==> src/rtl/uart_tx_fifo.sv <==
// ---------------------------------------------------------------------------
// uart_tx_fifo
//   Transmit-only serial port: a DEPTH-entry byte FIFO in front of an 8N1
//   serialiser (LSB first, idle high), plus a small status register.
//
// Parameters
//   DIV    clocks per serial bit (2..65535)
//   DEPTH  FIFO entries, power of two (2..256)
//
// Ports
//   clock   in   system clock, all state on posedge
//   reset   in   asynchronous active-low reset
//   wvalid  in   single-cycle write strobe (address already qualified)
//   wdata   in   write data, bits [7:0] are the byte to send
//   rvalid  in   single-cycle status-read strobe (address already qualified)
//   raddr   in   read address, bits [2:0] decoded (5 = LSR)
//   rdata   out  registered read data
//   tx      out  serial line, registered
//   busy    out  FIFO non-empty or serialiser active
// ---------------------------------------------------------------------------
module uart_tx_fifo #(
  parameter int unsigned DIV   = 16,
  parameter int unsigned DEPTH = 16
) (
  input  logic        clock,
  input  logic        reset,
  input  logic        wvalid,
  input  logic [31:0] wdata,
  input  logic        rvalid,
  input  logic [31:0] raddr,
  output logic [31:0] rdata,
  output logic        tx,
  output logic        busy
);

  localparam int unsigned AW        = $clog2(DEPTH);
  localparam logic [15:0] BAUD_LAST = 16'(DIV - 1);
  localparam logic [AW:0] PTR_ONE   = (AW + 1)'(1);
  localparam logic [2:0]  LSR_ADDR  = 3'd5;

  typedef enum logic [1:0] {
    IDLE  = 2'd0,
    START = 2'd1,
    DATA  = 2'd2,
    STOP  = 2'd3
  } state_t;

  // FIFO ---------------------------------------------------------------------
  logic [7:0]  mem [DEPTH];
  logic [AW:0] wr_ptr;
  logic [AW:0] rd_ptr;
  logic        empty;
  logic        full;
  logic        push;
  logic        pop;
  logic        ovf_set;

  // Serialiser ---------------------------------------------------------------
  state_t      state;
  state_t      state_nx;
  logic [15:0] baud_cnt;
  logic [15:0] baud_nx;
  logic [2:0]  bit_cnt;
  logic [2:0]  bit_nx;
  logic [7:0]  shift;
  logic [7:0]  shift_nx;
  logic        tx_nx;
  logic        baud_done;

  // Status -------------------------------------------------------------------
  logic        overflow;
  logic        lsr_rd;
  logic [31:0] lsr;

  // Pointers carry one extra wrap bit so full and empty are distinguishable.
  assign empty = (wr_ptr == rd_ptr);
  assign full  = (wr_ptr[AW-1:0] == rd_ptr[AW-1:0]) && (wr_ptr[AW] != rd_ptr[AW]);

  // A pop in the same cycle frees the slot, so a write to a full FIFO is
  // still accepted then. Pop is never raised when empty, so a write into an
  // empty FIFO is simply stored and taken on a later edge.
  assign push    = wvalid && (!full || pop);
  assign ovf_set = wvalid && full && !pop;

  assign baud_done = (baud_cnt == BAUD_LAST);

  // Next-state and datapath for the serialiser.
  always_comb begin
    // NOTE: every variable gets a default before the case so no path leaves
    // one unassigned, which would otherwise infer a latch.
    state_nx = state;
    baud_nx  = baud_cnt;
    bit_nx   = bit_cnt;
    shift_nx = shift;
    tx_nx    = tx;
    pop      = 1'b0;

    unique case (state)
      IDLE: begin
        if (!empty) begin
          pop      = 1'b1;
          state_nx = START;
          shift_nx = mem[rd_ptr[AW-1:0]];
          baud_nx  = '0;
          bit_nx   = '0;
          tx_nx    = 1'b0;
        end
      end

      START: begin
        if (baud_done) begin
          baud_nx  = '0;
          state_nx = DATA;
          tx_nx    = shift[0];
          shift_nx = {1'b0, shift[7:1]};
        end else begin
          baud_nx = baud_cnt + 16'd1;
        end
      end

      DATA: begin
        if (baud_done) begin
          baud_nx = '0;
          if (bit_cnt == 3'd7) begin
            state_nx = STOP;
            tx_nx    = 1'b1;
          end else begin
            tx_nx    = shift[0];
            shift_nx = {1'b0, shift[7:1]};
            bit_nx   = bit_cnt + 3'd1;
          end
        end else begin
          baud_nx = baud_cnt + 16'd1;
        end
      end

      STOP: begin
        if (baud_done) begin
          baud_nx = '0;
          if (!empty) begin
            // Chain straight into the next frame with no idle bit.
            pop      = 1'b1;
            state_nx = START;
            shift_nx = mem[rd_ptr[AW-1:0]];
            bit_nx   = '0;
            tx_nx    = 1'b0;
          end else begin
            state_nx = IDLE;
          end
        end else begin
          baud_nx = baud_cnt + 16'd1;
        end
      end

      default: state_nx = IDLE;
    endcase
  end

  // NOTE: sequential state uses non-blocking assignments so every flop
  // samples pre-edge values regardless of statement order.
  always_ff @(posedge clock or negedge reset) begin
    if (!reset) begin
      state    <= IDLE;
      baud_cnt <= '0;
      bit_cnt  <= '0;
      shift    <= '0;
      tx       <= 1'b1;
    end else begin
      state    <= state_nx;
      baud_cnt <= baud_nx;
      bit_cnt  <= bit_nx;
      shift    <= shift_nx;
      tx       <= tx_nx;
    end
  end

  always_ff @(posedge clock or negedge reset) begin
    if (!reset) begin
      wr_ptr <= '0;
      rd_ptr <= '0;
    end else begin
      if (push) wr_ptr <= wr_ptr + PTR_ONE;
      if (pop)  rd_ptr <= rd_ptr + PTR_ONE;
    end
  end

  // NOTE: the storage array has no reset; zeroing the pointers already makes
  // its contents unreachable, and leaving it unreset lets it map to RAM.
  always_ff @(posedge clock) begin
    if (push) mem[wr_ptr[AW-1:0]] <= wdata[7:0];
  end

  // Status register ----------------------------------------------------------
  assign lsr_rd = rvalid && (raddr[2:0] == LSR_ADDR);

  assign lsr = {25'd0, empty && (state == IDLE), empty, 3'd0, overflow, 1'b0};

  // An overflow in the same cycle as an LSR read takes priority over the clear.
  always_ff @(posedge clock or negedge reset) begin
    if (!reset) begin
      overflow <= 1'b0;
    end else if (ovf_set) begin
      overflow <= 1'b1;
    end else if (lsr_rd) begin
      overflow <= 1'b0;
    end
  end

  always_ff @(posedge clock or negedge reset) begin
    if (!reset) begin
      rdata <= '0;
    end else if (rvalid) begin
      rdata <= lsr_rd ? lsr : 32'd0;
    end
  end

  assign busy = !empty || (state != IDLE);

  // Upper bus bits are architecturally ignored.
  logic unused_bits;
  assign unused_bits = ^{wdata[31:8], raddr[31:3]};

endmodule

==> config.mk <==
export PLATFORM = sky130hd
export DESIGN_NAME = uart_tx_fifo
export DESIGN_NICKNAME = d
export VERILOG_FILES = /design/src/rtl/uart_tx_fifo.sv
export SDC_FILE = /design/constraint.sdc
export NUM_CORES = 1
export LEC_CHECK = 0
export ABC_CLOCK_PERIOD_IN_PS = 3700
export CAP_MARGIN = 10
export CORE_ASPECT_RATIO = 0.6
export CORE_MARGIN = 4
export CORE_UTILIZATION = 30
export CTS_BUF_LIST = sky130_fd_sc_hd__clkbuf_8
export DETAILED_ROUTE_END_ITERATION = 12
export DONT_BUFFER_PORTS = 1
export PLACE_DENSITY_LB_ADDON = 0.08
export SLEW_MARGIN = 25
export SYNTH_ARGS = -nofsm -noshare
export SYNTH_HDL_FRONTEND = slang
export SYNTH_SLANG_ARGS = --single-unit
==> constraint.sdc <==
create_clock -name clock -period 3.7 [get_ports clock]
set_input_delay 0.555 -clock clock [delete_from_list [all_inputs] [get_ports clock]]
set_output_delay 0.555 -clock clock [all_outputs]
set_load 0.01 [all_outputs]
==> reports/metrics.yaml <==
outcome:
  status: "finished, final reports clean"
worst_setup_path:
  cp_num_cells: 6
  regToRegSetupSlack_ns: 0.75
  path_cells: "or4_4 -> nor3_1 -> nand4_1 -> a21o_1 -> nor3_1 -> buf_4"
  crit_end: "mem[1][6]"
  crit_path_frequent_cell: "nor3_1"
  r2r_start: "baud_cnt[8]"
  crit_slowest_cell: "or4_4"
  arrival_ns: 3.11
  critPathKind: "flip-flop to flip-flop"
  critPathLaunchType: "flip-flop"
  required_ns: 3.86
  end_kind: "flip-flop"
  reg2reg_depth: 6
  r2r-end: "mem[1][6]"
  critPathMaxStageDelay_ns: 0.59
  critPathBufInv: 1
  path_max_fanout: 9
  startpoint: "baud_cnt[8]"
  path_delay_family: "simple AND/OR/NAND/NOR gates"
power:
  ir_drop_uv: 307
  power_density_nw_per_um2: 718
  power.leakage_nw: 2.99
  p_total_w: 0.00610
final_layout:
  nFillCells: 2435
  diodes: 0
  regArea_sq_um: 4950
  finalCoreUtilization_pct: 33.7
  multiInputGateArea_sq_um: 2460
  fin_area_sq_um: 8500
  drive_above_1_share_pct: 19.2
  fin_nets: 612
  synthToLayoutAreaGrowth_pct: 10.6
routing:
  vias: 4237
  drc: 0
  ant_nets: 0
  wl_per_cell_um: 20.3
  first_iter_violations: 267
  drt_wl_total_um: 17700
  vias_per_cell: 4.86
  dr.pass1.iters: 4
synth:
  synth_most_common_cell: "edfxtp_1"
  synthAdderAreaFrac_pct: 2.28
  synth-xor-area-share_pct: 1.48
  netlist_area_sq_um: 7680
  synth-main-ff-cell: "edfxtp_1"
  synth_commonest_cells: "edfxtp_1 (128), dfrtp_1 (43), buf_4 (30)"
  async_flop_share_pct: 25.6
  syn_avg_cell_area_sq_um: 15.0
  synth-compound-area-share_pct: 6.59
  synth_top_family_by_area: "multiplexers"
  ys_top_cells_by_area: "edfxtp_1 (50%), dfrtp_1 (14%), mux4_2 (8.5%), buf_4 (2.9%), mux2_2 (2.5%)"
  ys_ff_latch: 172
  synthSimpleGateAreaFrac_pct: 7.29
  yosys.cell_types.count: 50
  yosys_warnings: 0
  ys_seq_area_share_pct: 64.4
  muxShareOfSynthArea_pct: 12.9
  netlist_instances: 512
  synth-edff-count: 128
  yosysTopAreaCellShare_pct: 50.0
  synth_top_area_cell: "edfxtp_1"
floorplanning:
  dieArea_sq_um: 28300
  fp-row-count: 45
  initial_core_util_pct: 30.5
  dieWidth_um: 215
  ios: 102
  coreArea_sq_um: 25200
  die_y_um: 132
global_routing:
  grt_usage_pct: 12.9
  grt_pass1_vias: 4181
  antenna_found_initial: 0
  grt_pass1_wl_um: 27000
  gr-total-overflow: 0
  grt_start_max_net_pins: 45
sta:
  skew_ns: 0.0148
  setup_viol: 0
  setup-tns-final_ns: 0
  maxSlewViolCount: 0
  hold_slack_ns: 0.178
  tightest_slew_ns: 0.929
  period_share_pct: 79.8
  min_period_ns: 2.95
  rsz0062_at_grt: "no"
  relSlewSlack_pct: 37.5
  hold_viol_final: 0
  fmax_ghz: 0.339
place:
  io_buffers: 0
  postPlaceCellArea_sq_um: 8040
  dp_hpwl_um: 12300
  gp_congestion: 0.745
run:
  drv_cap: 0
clock_tree:
  cts_sinks: 172
  clockBufferDepth: 2
  clock_latency_ns: 0.47
  path_clk_slew_ns: 0.09
  hold_buffers: 2
  cts_buffers: 17
  cts_resized: 0
  cts-root-buf: "clkbuf_8"
  htreeDepth: 4
  cts_tree: "done"
  postCtsSetupBuffers: 0
min_path:
  hp-class: "input port to flip-flop"
## area by class of cell
cell class                 count  area share [%]
sequential                   172            58.2
multi-input combinational    299            28.9
tap                          329            4.84
clock buffer                  17            2.75
timing repair buffer          25            2.47
clock inverter                15            2.18
inverter                      15           0.662
## cell families after synthesis
logic type      after synthesis
buf+inv                      69
other cells                   1
simple gates                108
mux                          60
flops                       172
fa+ha+maj                    14
xor+xnor                     13
compound gates               75
## routing by layer
metal	track usage, %	vias up	wire length (um)
met5	0	-	0
met4	3.78	0	226
met3	4.12	16	853
met2	16.5	88	6980
met1	20.4	2171	9660
li1	-	1962	-
## state kept, by name (all words and copies together) (netlist names)
signal    count
overflow      1
baud_cnt     16
state         2
tx            1
bit_cnt       3
mem         128
rd_ptr        5
wr_ptr        5
rdata         3
shift         8
## worst reg2reg max path: stages (launching register included)
cell and delay (ns):
dfrtp_1 0.48, or4_4 0.59, nor3_1 0.37, nand4_1 0.36, a21o_1 0.37, nor3_1 0.22, buf_4 0.26
## cell usage in the layout, fill, tap and decap left out, drive strengths merged, types with 7 or more instances in the layout
cell type,Yosys,routed
conb,1,29
o31ai,9,9
o21ai,22,22
dfrtp,43,43
mux4,29,29
mux2,18,18
mux2i,13,13
ha,14,14
inv,15,20
nor2,22,22
a21oi,10,10
xnor2,9,9
clkbuf,13,17
a221o,7,7
edfxtp,128,128
nand4,7,7
buf,41,24
nor3,14,14
nand3,18,18
nand2,20,20
## how the worst min path moves through the flow
stage | from | end | slack, ns | cells after the start
after detailed placement | reset | baud_cnt[6] | 0.26 | 0
after floorplan | reset | baud_cnt[0] | 0.26 | 0
after global placement | reset | baud_cnt[6] | 0.26 | 0
after CTS | wdata[7] | mem[7][7] | 0.12 | 0
after global routing | wdata[1] | mem[2][1] | 0.12 | 0
final | wdata[2] | mem[9][2] | 0.18 | 0
## stage by stage
stage	std cells	setup slack, ns
finish	872	0.747
global route	872	0.565
CTS	872	0.506
detailed placement	838	0.526
global placement	838	0.532
floorplan	540	0.958
## report_power, final
group          switching [W]  leakage, nW  internal, W
clock network       0.000676        0.222     0.000724
registers           0.000197         1.73      0.00236
logic                0.00118         1.04     0.000969
Power figures use the tool's default switching activity.
==> patch 1: new RTL, config.mk and constraints unchanged <==
The 4 states of `state_t` get a Gray code encoding in 2 bits.
--- a/src/rtl/uart_tx_fifo.sv
+++ b/src/rtl/uart_tx_fifo.sv
@@ -40,8 +40,8 @@
 
   typedef enum logic [1:0] {
-    IDLE  = 2'd0,
-    START = 2'd1,
-    DATA  = 2'd2,
-    STOP  = 2'd3
+    IDLE  = 2'b00,
+    START = 2'b01,
+    DATA  = 2'b11,
+    STOP  = 2'b10
   } state_t;
 
Formal check against the unedited RTL: no difference found for any inputs over 10 cycles, from zero or initial values and one cycle with reset low; not proved beyond that.
==> patch 1 against the unedited design <==
Final area shrank 2.9%; largest power group unchanged; hold slack worse by 0.0092 ns; sequential cell count unchanged; synthesized area is 3.0% lower; power is 7.0% lower; via count down 4.5%; routed wire length fell by 3.0%; largest cell class unchanged; setup slack improved by 0.055 ns; sequential share of layout area up 1.7 points; core utilization up 0.24 points; non-clock buffer count increased by 1.
==> patch 1: results <==
export IMPL_grt_first_pass_wirelength_um=25790
export IMPL_synth_seq_area_share_pct=66.33
export IMPL_postSynthCellCount=487
export IMPL_hold_ws_ns=0.1684
export IMPL_wl_per_cell_um=20.48
export IMPL_drt_total_wl_um=17180
export IMPL_synth_top_area_share_pct=51.54
export IMPL_synthTopCellsByArea="edfxtp_1 52%, dfrtp_1 14%, mux4_2 7.6%"
export IMPL_synthTopCellsByCount="128 x edfxtp_1, 43 x dfrtp_1, 29 x buf_4"
export IMPL_clock_skew_ns=0.01332
export IMPL_layout_drive_gt1_share_pct=20.12
export IMPL_cp_required_ns=3.87
export IMPL_gp_congestion=0.7369
export IMPL_synth_cell_types=54
export IMPL_synth_compound_area_share_pct=7.550
export IMPL_leakagePower_nw=2.862
export IMPL_crit_path_max_fanout=8
export IMPL_diodes=0
export IMPL_postPlaceCellArea_um2=7819
export IMPL_drt_iter0_drc=332
export IMPL_dp_cells=806
export IMPL_status="completed"
export IMPL_nFillCells=2399
export IMPL_synthAdderAreaFrac_pct=1.342
export IMPL_dp_hpwl_um=11440
export IMPL_synthMuxAreaShare_pct=10.92
export IMPL_firstDrtPassIters=5
export IMPL_max_slew_margin_pct=42.42
export IMPL_powerDensity_nw_per_um2=687.1
export IMPL_via_count=4047
export IMPL_finalNetCount=581
export IMPL_swShare_pct=33.67
export IMPL_synth_xor_area_share_pct=1.527
export IMPL_p_comb_mw=1.73
export IMPL_dp_slack_ns=0.8278
export IMPL_grt_pass1_vias=3929
export IMPL_gr_usage_all_layers_pct=13.01
export IMPL_hold_depth=1
export IMPL_peakVddDrop_uv=243.5
export IMPL_ys_warn_count=0
-- patch 1: worst paths after layout --
kind | start | endpoint | slack [ns]
setup / recovery | baud_cnt[4] | mem[6][1] | 0.80
hold / removal | rvalid | rdata[6] | 0.17
setup reg to reg | baud_cnt[4] | mem[6][1] | 0.80
hold reg to reg | shift[4] | shift[4] | 0.48
max in group asynchronous | reset | tx | 2.84
min in group asynchronous | reset | rdata[6] | 0.58
-- patch 1: cell type report --
cell class                 instances  area share (%)
tap                              322           4.878
sequential                       172           59.90
timing repair buffer              26           2.636
inverter                          13          0.5908
multi-input combinational        275           27.12
clock buffer                      17           2.833
clock inverter                    14           2.045
-- patch 1: layer usage --
metal / wire length (um) / vias to the layer above / GRT usage (%)
met5: 0 / - / 0
met4: 198 / 0 / 3.861
met3: 593 / 12 / 2.979
met2: 7099 / 61 / 17.85
met1: 9289 / 2108 / 20.31
li1: - / 1866 / -
==> patch 2: new RTL, config.mk and constraints unchanged <==
Without the edit above. Change the parameter `DEPTH` from 16 to 32.
--- a/src/rtl/uart_tx_fifo.sv
+++ b/src/rtl/uart_tx_fifo.sv
@@ -21,5 +21,5 @@
 module uart_tx_fifo #(
   parameter int unsigned DIV   = 16,
-  parameter int unsigned DEPTH = 16
+  parameter int unsigned DEPTH = 32
 ) (
   input  logic        clock,
Formal check against the unedited RTL: same outputs for any inputs over 10 cycles, from zero or initial values and one cycle with reset low; that may be too few to reach the edited logic, so the function may still have changed.
==> patch 2 against the unedited design <==
Final area up 71%; clock skew up 0.0080 ns; final cell count up 67%; power increased by 72%; clock power is 90% higher; setup slack worse by 0.21 ns; largest power group unchanged; critical path depth stayed put; first-iteration DRC count grew to 2.5 times the old value; die area grew 62%; routed wire length up 84%; sequential cell count grew 130; synthesized area up 65%; register-to-register slack got worse by 0.07 ns.
==> patch 2: results <==
export IMPL_clkCellAreaFrac_pct=5.912
export IMPL_grt_pass1_vias=6955
export IMPL_fin_area_um2=14500
export IMPL_cp_top_family="buffers and inverters"
export IMPL_htreeDepth=2
export IMPL_finalNetCount=927
export IMPL_synthTopCellsByCount="256 x edfxtp_1, 49 x nor2_1, 48 x mux4_2"
export IMPL_largest_register_ffs=256
export IMPL_synth_seq_cells=302
export IMPL_crit_arrival_ns=2.61
export IMPL_dp_slack_ns=0.6306
export IMPL_status="completed"
export IMPL_grt_first_pass_wirelength_um=47920
export IMPL_diodes=4
export IMPL_clkTransAtPathRegs_ns=0.06
export IMPL_clkbuf_count=48
export IMPL_critPathLaunch="state[0]"
export IMPL_synth_seq_area_share_pct=69.61
export IMPL_r2r_end="mem[15][6]"
export IMPL_dp_hpwl_um=20690
export IMPL_grt_use_met1_pct=22.84
export IMPL_wl_met3_um=1987
export IMPL_p_int_mw=6.852
export IMPL_grt_antenna_before_repair=1
export IMPL_drt_iter0_drc=675
export IMPL_worst_hold_path_endpoint="mem[6][2]"
export IMPL_crit_path_max_fanout=16
export IMPL_gp_congestion=0.7931
export IMPL_cts_buffers=46
==> patch 2: changes by cell type in the layout (fill, tap and decap cells not counted), sizes merged, moves of 9 or more <==
cell    unedited run  this run
edfxtp           128       256
clkbuf            17        48
buf               24        54
nor2              22        49
mux2i             13        33
mux4              29        48
nand2             20        35
inv               20        34
a21oi             10        23
mux2              18         5
o22ai              3        13
clkinv             4        13
==> patch 2: how the worst max path moves through the flow <==
stage	endpoint	slack, ns	depth (start not counted)
after floorplan	mem[0][0]	1.12	6
final	busy	0.54	6
after global placement	mem[15][3]	0.65	6
after detailed placement	mem[15][3]	0.63	6
after global routing	busy	0.31	5
after CTS	busy	0.51	5
==> patch 2: cells by family after synthesis <==
group | count (synthesis) | share of synthesized area [%]
adders and majority gates | 13 | 1.281
muxes | 86 | 11.56
other | 1 | 0.02953
xor gates and xnor gates | 19 | 1.310
and+or+nand+nor | 150 | 5.892
DFF | 302 | 69.61
AOI/OAI and AO/OA | 123 | 6.690
buffers and inverters | 83 | 3.626
